[config.mk]
export PLATFORM = sky130hd
export DESIGN_NAME = alu_seq
export DESIGN_NICKNAME = d
export VERILOG_FILES = /design/src/rtl/alu_pkg.sv /design/src/rtl/alu_muldiv_iter.sv /design/src/rtl/alu_seq.sv
export SDC_FILE = /design/constraint.sdc
export NUM_CORES = 1
export LEC_CHECK = 0
export ABC_AREA = 1
export BUFFER_PORTS_ARGS = -buffer_cell sky130_fd_sc_hd__buf_4
export CAP_MARGIN = 15
export CELL_PAD_IN_SITES_DETAIL_PLACEMENT = 0
export CELL_PAD_IN_SITES_GLOBAL_PLACEMENT = 1
export CORE_MARGIN = 10
export CORE_UTILIZATION = 41
export DETAILED_ROUTE_END_ITERATION = 6
export GPL_ROUTABILITY_DRIVEN = 0
export PLACE_DENSITY_LB_ADDON = 0.1
export SYNTH_ARGS = -nofsm -noshare
export SYNTH_HDL_FRONTEND = slang
export SYNTH_HIERARCHICAL = 1
export SYNTH_SLANG_ARGS = --single-unit
[constraint.sdc]
create_clock -name clk -period 3.1 [get_ports clk]
set_clock_uncertainty 0.1 [all_clocks]
set_input_delay 0.62 -clock clk [delete_from_list [all_inputs] [get_ports clk]]
set_output_delay 0.62 -clock clk [all_outputs]
set_load 0.02 [all_outputs]
[src/rtl/alu_pkg.sv]
// Package for the sequential ALU that feeds the accumulator.
// Contents:
//   - default datapath width and iteration counter width
//   - opcode encodings
//   - FSM state encodings
//   - a helper that marks the opcodes needing the iterative unit
package alu_pkg;

    localparam int ALU_WIDTH = 24;
    localparam int ALU_CNT_W = 5;

    typedef enum logic [3:0] {
        OP_PASS_B = 4'd0,
        OP_ADD    = 4'd1,
        OP_SUB    = 4'd2,
        OP_INC    = 4'd3,
        OP_AND    = 4'd4,
        OP_OR     = 4'd5,
        OP_XOR    = 4'd6,
        OP_NOT    = 4'd7,
        OP_SHL    = 4'd8,
        OP_SHR    = 4'd9,
        OP_MUL    = 4'd10,
        OP_DIV    = 4'd11
    } alu_op_e;

    typedef enum logic [1:0] {
        ST_IDLE = 2'd0,
        ST_EXEC = 2'd1,
        ST_CALC = 2'd2,
        ST_DONE = 2'd3
    } alu_state_e;

    // MUL and DIV go through the one-bit-per-cycle unit; everything else is
    // single cycle.
    function automatic logic is_iter_op(input logic [3:0] op);
        return (op == OP_MUL) || (op == OP_DIV);
    endfunction

endpackage

[src/rtl/alu_muldiv_iter.sv]
// Iterative unsigned multiplier / divider, one bit per step.
// Ports:
//   clk      clock
//   load     initialise the working registers from a/b (mode selects layout)
//   step     perform one iteration
//   mode     0 = shift-add multiply, 1 = restoring divide
//   a, b     operands (multiplicand/dividend = a, multiplier/divisor = b)
//   res_next low product / quotient as it will be after the current step
//   ovf_next multiply only: high half of the product nonzero after the step
// The outputs reflect the post-step value so the caller can register the
// final answer on the same edge as the last step.
module alu_muldiv_iter #(
    parameter int WIDTH = 24
) (
    input  logic             clk,
    input  logic             load,
    input  logic             step,
    input  logic             mode,
    input  logic [WIDTH-1:0] a,
    input  logic [WIDTH-1:0] b,
    output logic [WIDTH-1:0] res_next,
    output logic             ovf_next
);

    // hi: partial product high half / partial remainder
    // lo: multiplier being shifted out / dividend shifting out, quotient in
    // opnd: multiplicand / divisor
    logic [WIDTH-1:0] hi, lo, opnd;
    logic [WIDTH-1:0] hi_n, lo_n;
    logic [WIDTH:0]   sum, sh, diff;

    always_comb begin
        hi_n = hi;
        lo_n = lo;
        sum  = {1'b0, hi} + (lo[0] ? {1'b0, opnd} : '0);
        sh   = {hi, lo[WIDTH-1]};
        diff = sh - {1'b0, opnd};
        if (!mode) begin
            // Add-then-shift-right: the carry of the add becomes the new MSB.
            hi_n = sum[WIDTH:1];
            lo_n = {sum[0], lo[WIDTH-1:1]};
        end else if (!diff[WIDTH]) begin
            // Trial subtraction fits: keep the difference, quotient bit 1.
            hi_n = diff[WIDTH-1:0];
            lo_n = {lo[WIDTH-2:0], 1'b1};
        end else begin
            hi_n = sh[WIDTH-1:0];
            lo_n = {lo[WIDTH-2:0], 1'b0};
        end
    end

    always_ff @(posedge clk) begin
        if (load) begin
            hi   <= '0;
            lo   <= mode ? a : b;
            opnd <= mode ? b : a;
        end else if (step) begin
            hi <= hi_n;
            lo <= lo_n;
        end
    end

    assign res_next = lo_n;
    assign ovf_next = !mode && (|hi_n);

endmodule

[src/rtl/alu_seq.sv]
// Multi-cycle ALU in front of the accumulator.
// Ports:
//   clk, reset (async, active low)
//   start    request, only taken in IDLE
//   op       opcode (alu_pkg::alu_op_e; undefined codes act as PASS_B)
//   a_in     operand A (accumulator), b_in operand B (bus)
//   result   registered result, held until the next completion
//   done     one-cycle pulse in DONE (accumulator write strobe)
//   busy     high in EXEC/CALC/DONE
//   z_flag, c_flag, dz_flag  zero / carry-borrow-shift-out / divide by zero
module alu_seq
    import alu_pkg::*;
#(
    parameter int WIDTH = ALU_WIDTH,
    parameter int CNT_W = ALU_CNT_W
) (
    input  logic             clk,
    input  logic             reset,
    input  logic             start,
    input  logic [3:0]       op,
    input  logic [WIDTH-1:0] a_in,
    input  logic [WIDTH-1:0] b_in,
    output logic [WIDTH-1:0] result,
    output logic             done,
    output logic             busy,
    output logic             z_flag,
    output logic             c_flag,
    output logic             dz_flag
);

    alu_state_e       state, state_n;
    logic [CNT_W-1:0] cnt;
    logic             first_q;
    logic [3:0]       op_q;
    logic [WIDTH-1:0] a_q, b_q;
    logic             accept, calc_last, div_zero;
    logic [WIDTH:0]   single;
    logic [WIDTH-1:0] iter_res, calc_res;
    logic             iter_ovf;

    // Single-cycle operations; the extra top bit carries c_flag.
    function automatic logic [WIDTH:0] alu_single(input logic [3:0] f_op,
                                                  input logic [WIDTH-1:0] a,
                                                  input logic [WIDTH-1:0] b);
        case (f_op)
            OP_ADD:  alu_single = {1'b0, a} + {1'b0, b};
            OP_SUB:  alu_single = {1'b0, a} - {1'b0, b};  // MSB is the borrow
            OP_INC:  alu_single = {1'b0, a} + (WIDTH+1)'(1);
            OP_AND:  alu_single = {1'b0, a & b};
            OP_OR:   alu_single = {1'b0, a | b};
            OP_XOR:  alu_single = {1'b0, a ^ b};
            OP_NOT:  alu_single = {1'b0, ~a};
            OP_SHL:  alu_single = {a, 1'b0};
            OP_SHR:  alu_single = {a[0], 1'b0, a[WIDTH-1:1]};
            default: alu_single = {1'b0, b};
        endcase
    endfunction

    assign accept    = (state == ST_IDLE) && start;
    // The first CALC cycle only loads the iterator; steps follow.
    assign calc_last = (state == ST_CALC) && !first_q && (cnt == CNT_W'(WIDTH - 1));
    assign div_zero  = (op_q == OP_DIV) && (b_q == '0);
    assign single    = alu_single(op_q, a_q, b_q);
    assign calc_res  = div_zero ? '1 : iter_res;

    always_ff @(posedge clk or negedge reset) begin
        if (!reset) state <= ST_IDLE;
        else        state <= state_n;
    end

    always_comb begin
        state_n = state;
        done    = 1'b0;
        busy    = 1'b1;
        case (state)
            ST_IDLE: begin
                busy = 1'b0;
                if (start) state_n = is_iter_op(op) ? ST_CALC : ST_EXEC;
            end
            ST_EXEC: state_n = ST_DONE;
            ST_CALC: if (calc_last) state_n = ST_DONE;
            ST_DONE: begin
                done    = 1'b1;
                state_n = ST_IDLE;
            end
            default: state_n = ST_IDLE;
        endcase
    end

    always_ff @(posedge clk or negedge reset) begin
        if (!reset) begin
            cnt     <= '0;
            first_q <= 1'b0;
        end else if (accept) begin
            cnt     <= '0;
            first_q <= 1'b1;
        end else if (state == ST_CALC) begin
            if (first_q) first_q <= 1'b0;
            else         cnt     <= cnt + 1'b1;
        end
    end

    // Operand capture on the accepting edge; later input changes are ignored.
    always_ff @(posedge clk) begin
        if (accept) begin
            op_q <= op;
            a_q  <= a_in;
            b_q  <= b_in;
        end
    end

    alu_muldiv_iter #(.WIDTH(WIDTH)) u_iter (
        .clk      (clk),
        .load     ((state == ST_CALC) && first_q),
        .step     ((state == ST_CALC) && !first_q),
        .mode     (op_q == OP_DIV),
        .a        (a_q),
        .b        (b_q),
        .res_next (iter_res),
        .ovf_next (iter_ovf)
    );

    always_ff @(posedge clk or negedge reset) begin
        if (!reset) begin
            result  <= '0;
            z_flag  <= 1'b0;
            c_flag  <= 1'b0;
            dz_flag <= 1'b0;
        end else if (state == ST_EXEC) begin
            result  <= single[WIDTH-1:0];
            z_flag  <= (single[WIDTH-1:0] == '0);
            c_flag  <= single[WIDTH];
            dz_flag <= 1'b0;
        end else if (calc_last) begin
            result  <= calc_res;
            z_flag  <= (calc_res == '0);
            c_flag  <= iter_ovf;
            dz_flag <= div_zero;
        end
    end

endmodule

==> run metrics <==
register area share after synthesis just under 30%; status finished, violations left; hold crit path type primary input to asynchronous set/reset pin; htree depth 4; antenna fix cells 0; reg2reg end result[23]; Cell variety after synth 50; fmax ~0.27 GHz; pin count of the biggest net entering global routing 71; antenna violations before repair 0; First-pass DRT Iterations 7; Max VDD drop 0.000339 V; Clock Power Share between 10% and 20%; Pleak a little over 0.01 µW; top-count cell post-synth nand2_1; grt total ovfl 0; TritonCTS clock tree done; Sw Share 47.4%; Setup crit start kind register; final setup violating endpoints 15; initial drt markers 1379; post-placement setup slack -0.775 ns; Seq cells post-synth ~160; slowest CP cell edfxtp_1; Crit path arrival time 3.98 ns; Port Buffers 83; DRC violations left 5; hpwl dp between 40000 and 50000 µm; Flop pwr share approximately a fifth; detailed-route wire length 57300 µm; Clock Latency Late Sink 0.45 ns; core footprint roughly 0.037 mm²; Layout area overhead 36.2%; die span in x ~210 µm; DIE AREA 0.0450 mm²; Longest Clk Path Bufs 2; Avg Vias per Cell approximately 5.3; failing checks DRC, setup timing; hold_ws ~0.018 ns; kind of critical path register to register; Post-Synthesis Cells about 2300; Top FF cell, synth edfxtp_1; Clock transition at path regs approximately 0.08 ns; WL/cell between 15 and 20 µm; Synth area leaders edfxtp_1 20%, nand2_1 18%, ha_1 11%; worst setup path end result[23]; RSZ-0062 raised after global routing true; MaxCap Viol Count 0; EDFF count, synth 100; crit path from b_q[2]; layout filler cell count between 3000 and 4000; Yosys top cell area share 19.9%; Tot GR Track Use between 20% and 30%; std cell rows 70; Num CTS Buffers 17; worst path bufs/invs 5; Worst Tran Pin Value ~1.1 ns; crit path cell chain nor3_4 > nand3_2 > nor3_4 > nand4_1 > inv_2 > nand3_4 > nor2_4 > nor2_2 > buf_4 > a21oi_2 > ha_4 > buf_6 > nand4_1 > a21oi_2 > nor2_2 > nand2_1 > nand2_1 > nand3_2 > nand2_2 > nand2_2 > buf_6 > buf_4 > o2111ai_2; non-filler instance count after layout roughly 3200; setup TNS -5.82 ns; R2R cell count 23; ys async rst share between 20% and 30%; Synth warnings 6; root cell of the clock tree clkbuf_16; final worst path period share 120%; Max stage delay on crit path between 0.4 and 0.5 ns; power density cells around 870 mW/mm²; CP required about 3.4 ns; share of cells above drive strength 1 roughly 29%; critical path fanouts, max 4; top cells by count, synth 736 x nand2_1, 326 x inv_1, 175 x nand3_1, 161 x nor2_1, 155 x o21ai_0; first-pass GRT wire length between 80000 and 90000 µm; NetSw ~8500 µW; die height 212 µm; mapped cell area between 0.015 and 0.02 mm²; Avg Inst Size Synth approximately 6.6 µm²; nets 2921; Slew headroom about a quarter; vias in the first global route ~16000; stages on the worst setup path 23; worst setup margin -0.625 ns; Final ANT Viol Nets 0; flop-to-flop setup slack -0.63 ns; Sink Count 159; Fin. Hold Viols 0; Int Power between 9000 and 10000 µW; post-synth top area cell edfxtp_1; Net Count, Synth between 2000 and 2500; Worst R2R Start b_q[2]; Worst setup EP type register; Crit path max-delay family simple AND/OR/NAND/NOR gates; post-placement cell count about 3100; final slew viol count 0; Final Power about 18000 µW; Vias 17000; crit path time final 3.73 ns; Initial Util between 40% and 50%; I/O pins between 80 and 90; Logic pwr share 66.4%
registers in the layout, indices dropped and copies added, names as in the netlist:
signal       cells
a_q             24
b_q             24
result          24
u_iter/hi       24
u_iter/lo       24
u_iter/opnd     24
cnt              5
op_q             4
state            2
c_flag           1
dz_flag          1
first_q          1
z_flag           1
routing by layer:
| metal | vias to the layer above | GRT usage (%) | part of all wire [%] |
|---|---|---|---|
| met5 | - | 0 | 0 |
| met4 | 0 | 10.1 | 4.0 |
| met3 | 121 | 2.47 | 4.8 |
| met2 | 544 | 43.8 | 49 |
| met1 | 7908 | 30.5 | 42 |
| li1 | 8430 | - | - |
power groups by stage:
| stage | registers [µW] | logic, µW | clock network, µW |
|---|---|---|---|
| finish | 3820 | 11900 | 2180 |
| global route | 3880 | 13100 | 2300 |
| global placement | 3820 | 10600 | 0 |
| detailed placement | 3820 | 10700 | 0 |
| CTS | 3790 | 11100 | 2220 |
| floorplan | 3800 | 5990 | 0 |
final cells by class:
class | instances | area [µm²] | share of cell area [%]
clock inverters | 14 | 143 | 0.693
clock buffers | 18 | 439 | 2.13
flip-flops and latches | 159 | 4360 | 21.2
repair buffers | 471 | 3640 | 17.7
well taps | 468 | 586 | 2.84
inverters | 330 | 1240 | 6.05
multi-input cells | 1752 | 10200 | 49.4
what timing repair did:
item,in CTS,in global routing
hold buffers,0,0
gates resized for setup,118,155
setup endpoints to repair,20,32
pin swaps,53,101
setup buffers,19,31
stage by stage:
| step | instance area, µm² | util [%] |
|---|---|---|
| 2_1_floorplan | 15100 | - |
| 3_3_place_gp | 18700 | 51.1 |
| 3_5_place_dp | 18700 | 51.1 |
| 4_1_cts | 19800 | 54.1 |
| 5_1_grt | 20600 | 56.4 |
| 6_report | 20600 | 56.4 |
cells in the final DEF (no fill, tap or decap), types with 22 or more instances in the layout:
master / count
edfxtp_1: 100
nand2_2: 71
ha_1: 121
dfrtp_1: 35
dfxtp_1: 24
nand3b_1: 23
a21oi_1: 76
inv_2: 30
nor3_1: 28
a21oi_2: 22
nand2_1: 665
nand3_1: 156
o21ai_0: 135
buf_4: 452
nand4_1: 31
nor2_1: 142
or2_2: 33
inv_1: 297
o22ai_1: 31
worst min path at each step:
| stage | start | to | depth (start not counted) |
|---|---|---|---|
| 2_1_floorplan | reset | c_flag | 0 |
| 3_3_place_gp | dz_flag | dz_flag | 2 |
| 3_5_place_dp | result[1] | result[1] | 2 |
| 4_1_cts | reset | cnt[0] | 1 |
| 5_1_grt | reset | cnt[0] | 1 |
| 6_report | reset | cnt[0] | 1 |
cells by family after synthesis:
logic type / share of synthesized area, %
simple gates: 35.5
buf+inv: 10.2
compound gates: 13.2
flops: 28.8
fa+ha+maj: 11.3
xor+xnor: 0.869
Power figures use the tool's default switching activity.
